$ cat src/rtl/bus_sequencer.sv
// Control sequencer for the single-bus datapath: walks one instruction through
// fetch, decode, execute and writeback, asserting bus-drive, load and ALU strobes.
module bus_sequencer #(
    parameter int NREG = 16,
    parameter int OPW  = 5
) (
    input  logic            clk,
    input  logic            reset,
    input  logic            start,
    input  logic            mem_ready,
    input  logic [31:0]     ir,
    output logic            busy,
    output logic            done,
    output logic            illegal,
    output logic [NREG-1:0] reg_out,
    output logic [NREG-1:0] reg_in,
    output logic            pc_out,
    output logic            pc_in,
    output logic            inc_pc,
    output logic            ir_in,
    output logic            mar_in,
    output logic            mdr_in,
    output logic            mdr_out,
    output logic            mem_read,
    output logic            y_in,
    output logic            z_in,
    output logic            zlo_out,
    output logic            zhi_out,
    output logic            hi_in,
    output logic            lo_in,
    output logic [OPW-1:0]  alu_op
);

    localparam logic [2:0] S_IDLE = 3'd0;
    localparam logic [2:0] S_T0   = 3'd1;
    localparam logic [2:0] S_T1   = 3'd2;
    localparam logic [2:0] S_T2   = 3'd3;
    localparam logic [2:0] S_T3   = 3'd4;
    localparam logic [2:0] S_T4   = 3'd5;
    localparam logic [2:0] S_T5   = 3'd6;
    localparam logic [2:0] S_T6   = 3'd7;

    logic [2:0]     state_q, state_d;
    logic [OPW-1:0] opcode;
    logic [3:0]     ra, rb, rc;
    logic           is_r3, is_r2, is_md;
    logic           unused_ir;

    assign opcode    = ir[31 -: OPW];
    assign ra        = ir[26:23];
    assign rb        = ir[22:19];
    assign rc        = ir[18:15];
    assign unused_ir = ^ir[14:0];

    function automatic logic [NREG-1:0] onehot(input logic [3:0] idx);
        logic [NREG-1:0] v;
        v      = '0;
        v[idx] = 1'b1;
        return v;
    endfunction

    always_comb begin
        is_r3 = 1'b0;
        is_r2 = 1'b0;
        is_md = 1'b0;
        case (opcode)
            OPW'(3), OPW'(4), OPW'(5), OPW'(6),
            OPW'(7), OPW'(8), OPW'(9), OPW'(10): is_r3 = 1'b1;
            OPW'(17), OPW'(18):                  is_r2 = 1'b1;
            OPW'(15), OPW'(16):                  is_md = 1'b1;
            default: ;
        endcase
    end

    // Every state drives at most one bus source; unknown opcodes finish in T3 with no strobes.
    always_comb begin
        state_d  = state_q;
        done     = 1'b0;
        illegal  = 1'b0;
        reg_out  = '0;
        reg_in   = '0;
        pc_out   = 1'b0;
        pc_in    = 1'b0;
        inc_pc   = 1'b0;
        ir_in    = 1'b0;
        mar_in   = 1'b0;
        mdr_in   = 1'b0;
        mdr_out  = 1'b0;
        mem_read = 1'b0;
        y_in     = 1'b0;
        z_in     = 1'b0;
        zlo_out  = 1'b0;
        zhi_out  = 1'b0;
        hi_in    = 1'b0;
        lo_in    = 1'b0;
        case (state_q)
            S_IDLE: begin
                if (start) state_d = S_T0;
            end
            S_T0: begin
                pc_out  = 1'b1;
                mar_in  = 1'b1;
                inc_pc  = 1'b1;
                z_in    = 1'b1;
                state_d = S_T1;
            end
            S_T1: begin
                zlo_out  = 1'b1;
                mem_read = 1'b1;
                // PC loads only on the exit cycle so a stalled fetch updates it once.
                if (mem_ready) begin
                    pc_in   = 1'b1;
                    mdr_in  = 1'b1;
                    state_d = S_T2;
                end
            end
            S_T2: begin
                mdr_out = 1'b1;
                ir_in   = 1'b1;
                state_d = S_T3;
            end
            S_T3: begin
                if (is_r3) begin
                    reg_out = onehot(rb);
                    y_in    = 1'b1;
                    state_d = S_T4;
                end else if (is_r2) begin
                    reg_out = onehot(rb);
                    z_in    = 1'b1;
                    state_d = S_T4;
                end else if (is_md) begin
                    reg_out = onehot(ra);
                    y_in    = 1'b1;
                    state_d = S_T4;
                end else begin
                    done    = 1'b1;
                    illegal = 1'b1;
                    state_d = S_IDLE;
                end
            end
            S_T4: begin
                if (is_r3) begin
                    reg_out = onehot(rc);
                    z_in    = 1'b1;
                    state_d = S_T5;
                end else if (is_r2) begin
                    zlo_out = 1'b1;
                    reg_in  = onehot(ra);
                    done    = 1'b1;
                    state_d = S_IDLE;
                end else if (is_md) begin
                    reg_out = onehot(rb);
                    z_in    = 1'b1;
                    state_d = S_T5;
                end else begin
                    state_d = S_IDLE;
                end
            end
            S_T5: begin
                if (is_r3) begin
                    zlo_out = 1'b1;
                    reg_in  = onehot(ra);
                    done    = 1'b1;
                    state_d = S_IDLE;
                end else if (is_md) begin
                    zlo_out = 1'b1;
                    lo_in   = 1'b1;
                    state_d = S_T6;
                end else begin
                    state_d = S_IDLE;
                end
            end
            S_T6: begin
                zhi_out = 1'b1;
                hi_in   = 1'b1;
                done    = 1'b1;
                state_d = S_IDLE;
            end
            default: state_d = S_IDLE;
        endcase
        busy   = (state_q != S_IDLE);
        alu_op = (z_in && !inc_pc) ? opcode : '0;
    end

    always_ff @(posedge clk) begin
        if (reset) state_q <= S_IDLE;
        else       state_q <= state_d;
    end

endmodule

$ cat config.mk
export PLATFORM = sky130hd
export DESIGN_NAME = bus_sequencer
export DESIGN_NICKNAME = d
export VERILOG_FILES = /design/src/rtl/bus_sequencer.sv
export SDC_FILE = /design/constraint.sdc
export NUM_CORES = 1
export LEC_CHECK = 0
export ABC_AREA = 1
export CORE_MARGIN = 5
export CORE_UTILIZATION = 30
export CTS_CLUSTER_DIAMETER = 80
export CTS_CLUSTER_SIZE = 30
export DETAILED_ROUTE_END_ITERATION = 8
export MAX_ROUTING_LAYER = met4
export PLACE_DENSITY = 0.78
export SYNTH_ARGS = -nofsm -noshare
export SYNTH_HDL_FRONTEND = slang
export SYNTH_SLANG_ARGS = --single-unit
$ cat constraint.sdc
create_clock -name clk -period 1.9 [get_ports clk]
set_clock_uncertainty 0.05 [all_clocks]
set_input_delay 0.38 -clock clk [delete_from_list [all_inputs] [get_ports clk]]
set_output_delay 0.38 -clock clk [all_outputs]
set_load 0.1 [all_outputs]
==> results.md, run 1 <==
* Status: did not finish
* Last stage: global routing (5_1_grt)
* First error: [ERROR DPL-0038] Utilization greater than 100%, impossible to legalize
* Die Y-Extent at 79.2 um
* Ports at 90
* Hold-fix buffers, CTS at 0
* Clk Tree Root Cell: clkbuf_8
* Post-synthesis cell type count at 22
* Post-synth EDFFs at 0
* Row count at 25
* Top_reg_cell synth: dfxtp_1
* Mapped Area at 1440 um2
* Sequential area share after synthesis at 4.18%
* Clock Sinks at 3
* Yosys reg bits at 3
* TritonCTS buffer count at 3
* Largest net degree at the start of global routing at 16
* Syn Nets at 330
* Die Wd at 79.2 um
* Clk buf depth at 2
* H-tree depth at 1
* Syn avg cell area at 4.88 um2
* Yosys Warn Count at 0
* GR repair worst EP: alu_op[4]
* Effective utilization at floorplan at 30.6%
* Port Buffers at 74
* Post-Syn Instances at 294
* GPL Wtd Cong at 0.992
* Async set or reset register ratio after synthesis at 0%
* DP Wirelength at about 6100 um
* Worst EP Category: top-level output
[timing repair]
item	CTS
gates resized for setup	152
setup endpoints to repair	48
pin swaps	46
gates cloned	4
buffers inserted	16
[per-stage QoR]
stage / instances / setup slack [ps] / cell area [um2] / util, % / hold WS (ps)
2_1_floorplan: 294 / -775 / 2150 / - / 393
3_3_place_gp: 472 / -747 / 3860 / 82.3 / 699
3_5_place_dp: 472 / -878 / 3860 / 82.3 / 719
4_1_cts: 494 / -335 / 4470 / 95.4 / 680
[synthesized netlist by cell type, types with 7 or more instances]
master	instances	area share (%)
nand2_1	82	21
buf_4	7	3.7
a21oi_1	10	3.5
nand3_1	19	6.6
inv_1	39	10
nor2_2	12	5.2
o21ai_0	31	11
o21ai_1	11	3.8
nor3_1	12	4.2
nor2_1	41	11
[cells by family after synthesis]
group                  count (synthesis)  share of synthesized area (%)
and+or+nand+nor                      177                           55.0
buffers and inverters                 60                           20.7
AOI/OAI and AO/OA                     54                           20.1
DFF                                    3                           4.18
==> run 2: changes to the inputs <==
CORE_UTILIZATION = 20   (was 30)
CTS_CLUSTER_DIAMETER = default   (was 80)
CTS_CLUSTER_SIZE = default   (was 30)
MAX_ROUTING_LAYER = default   (was met4)
PLACE_DENSITY = default   (was 0.78)
PLACE_DENSITY_LB_ADDON = 0.15   (was default)
==> run 2 against run 1 <==
Compared with the run above: the flow now finishes, with violations (setup timing); area after synthesis unchanged; synthesized cell count is the same.
==> results.md, run 2 <==
* Status: complete, but fails checks
* Failing checks: setup timing
* Post-Layout Cell Count at 541
* TritonCTS buffer count at 3 (unchanged)
* Cell taking the most area after synthesis: nand2_1
* Max-slew violation count at 0
* Fin crit period at between 2000 and 2500 ps
* Clk buf depth at 2 (unchanged)
* Setup violations, final at 45
* Post-synth top area share at 21.4% (unchanged)
* First-pass GRT wire length at 11,800 um
* Achievable Freq at approximately 450 MHz
* Hold Fails Final Rpt at 0
* CP required at approximately 1500 ps
* Share of layout cells above drive strength 1 at 68.8%
* Yosys Warn Count at 0 (unchanged)
* GPL Wtd Cong at 0.869 (-12%)
* Most frequent cells after synthesis: nand2_1 (82), nor2_1 (41), inv_1 (39)
* Effective utilization at floorplan at 20.8% (-9.8 points)
* Post-route ant nets at 0
* Biggest register: state_q
* Crit. End Element: output pin
* VDD IR max at 0.352 mV
* Syn avg cell area at 4.88 um2 (unchanged)
* Placed insts at 509 (+7.8%)
* Gr usage total at 16.2%
* Vias at 2,538
* Proportion of synthesized area in mux cells at 0% (unchanged)
* Most frequent cells in the layout: buf_12 (65), nand2_1 (54), buf_4 (51), nor2_4 (29), inv_1 (26)
* Post-synthesis cell type count at 22 (unchanged)
* Leakage at a little under 2 nW
* Max_cap viols at 0
* Sequential area share after synthesis at 4.18% (unchanged)
* Register Area at 71.3 um2
* Worst min path class: register to register
* TritonCTS clock tree: done
* Port Buffers at 74 (unchanged)
* RSZ-0062 raised after global routing: yes
* Clk Tree Root Cell: clkbuf_8
* First-pass iteration count of the detailed router at 4
* Core area at 6910 um2
* XOR/XNOR Fraction of Synth Area at 0% (unchanged)
* H-tree depth at 1 (unchanged)
* Final wirelength at 7840 um
* Multi-input gate area at 2020 um2
* Path depth of the worst reg2reg path at 8
* Ranking of synthesized cells by area: nand2_1 (21%), o21ai_0 (11%), nor2_1 (11%)
* Hold-fix buffers, CTS at 0 (unchanged)
* Simple-Gate Fraction of Synth Area at 55.0% (unchanged)
* DRC Markers at 0
* CTS clk-pin slew, worst paths at 30 ps
* Most common cell after layout, fill and taps aside: buf_12
* Register-to-register setup slack at about 520 ps
* Max reg flops at 3
* CP Class: register to output pin
* Worst-margin pin slew at 346 ps
* Post-Syn Instances at 294 (unchanged)
* CP arrival at 1780 ps
* Nets at 482
* R2R Path Start: state_q[0]
* Later-pin clock latency in the skew report at approximately 210 ps
* Top_reg_cell synth: dfxtp_1
* Clock Sinks at 3 (unchanged)
* Hold Path Origin: state_q[0]
* Syn Nets at 330 (unchanged)
* Worst relative slew slack at 76.8%
* Post-synth EDFFs at 0 (unchanged)
* Fin crit share at 116%
* Power Density at 329 nW/um2
* WL/cell at 14.5 um
* Worst hold endpoint: state_q[0]
* Reg2reg end: state_q[0]
* Largest net degree at the start of global routing at 16
* Top Registers: state_q: 3 flops
* Ant diodes at 0
* Mapped Area at 1440 um2 (unchanged)
* DP Wirelength at 5420 um (-11%)
* Yosys reg bits at 3 (unchanged)
* Filler cells at 526
* Initial DRC count at 149
* Main combinational cell family by area after synthesis: simple AND/OR/NAND/NOR gates
* Grt ovf at 0
* Compound-cell area share of the yosys netlist at 20.1% (unchanged)
* Fin Setup TNS at -9660 ps
* Die Y-Extent at 94.7 um (+20%)
* Row count at 30 (+20%)
* Startpoint types: register
* Most frequent cell after synthesis: nand2_1
* Initial antenna violation count at 0
* Full die area at about 9000 um2
* WHS Path Cells at 3
* Vias per inst at 4.69
* Post-Synth Adder-Cell Area at 0% (unchanged)
* Vias in the first global route at 2,486
* Ports at 90 (unchanged)
* CP Max Fanout at 6
* Die Wd at 94.7 um (+20%)
* Final setup margin at -308 ps
* Async set or reset register ratio after synthesis at 0% (unchanged)
* Area Growth Syn to Fin at 227%
run 2: cell counts after synthesis:
No cell type changed its count.
run 2: cell families after synthesis:
| kind of cell | Yosys count |
|---|---|
| and+or+nand+nor | 177 |
| buffers and inverters | 60 |
| AOI/OAI and AO/OA | 54 |
| DFF | 3 |
run 2: stage by stage:
stage,power (mW),worst slack [ps],instance area [um2],hold slack [ps],utilization [%]
floorplan,0.820,-775,2150,393,-
global placement,1.17,-733,3850,544,55.8
detailed placement,1.17,-797,3850,545,55.8
CTS,1.45,-309,4310,549,62.5
global route,1.61,-369,4690,586,67.8
finish,1.54,-308,4690,554,67.8
run 2: power breakdown:
group          switching [mW]  total (mW)  internal (mW)  leakage (nW)
Clock                  0.0402       0.183          0.143        0.0228
Combinational           0.775        1.27          0.495          1.92
Sequential             0.0126      0.0876         0.0751        0.0267
run 2: how the worst max path moves through the flow:
stage               slack (ps)           to        from
global placement          -730    alu_op[0]      ir[28]
finish                    -310   reg_in[13]  state_q[1]
detailed placement        -800    alu_op[0]      ir[28]
CTS                       -310  reg_out[12]      ir[28]
global route              -370   reg_in[13]  state_q[1]
floorplan                 -780        pc_in  state_q[1]
run 2: cell type report:
cell class                      count  share of cell area (%)
Tap cell                           96                    2.56
Multi-Input combinational cell    233                    43.2
Sequential cell                     3                    1.52
Clock buffer                        4                   0.961
Timing Repair Buffer              158                    46.9
Inverter                           46                    4.75
Timing Repair inverter              1                  0.0801
run 2: repair_timing:
action | CTS | global route
pin swaps | 30 | 37
gates resized for setup | 100 | 72
endpoints found under the setup margin | 48 | 47
setup buffers | 14 | 12
cloned | 5 | 1
hold endpoints to repair | 0 | 0
run 2: layer usage:
| layer | routed length (um) | global-route usage (%) |
|---|---|---|
| met1 | 3220 | 22.1 |
| met2 | 4070 | 27.5 |
| met3 | 446 | 1.83 |
| met4 | 93 | 2.76 |
| met5 | 0 | 0 |
run 2: critical path, stage by stage (launching register included):
cell	delay [ps]
dfxtp_4	350
clkinv_4	50
nand2_4	50
nor2_4	150
inv_2	60
o22ai_4	220
clkinv_4	110
buf_12	150
buf_12	140
nor2_4	100
buf_12	180
Note: power is estimated with default switching activity, not from simulation.
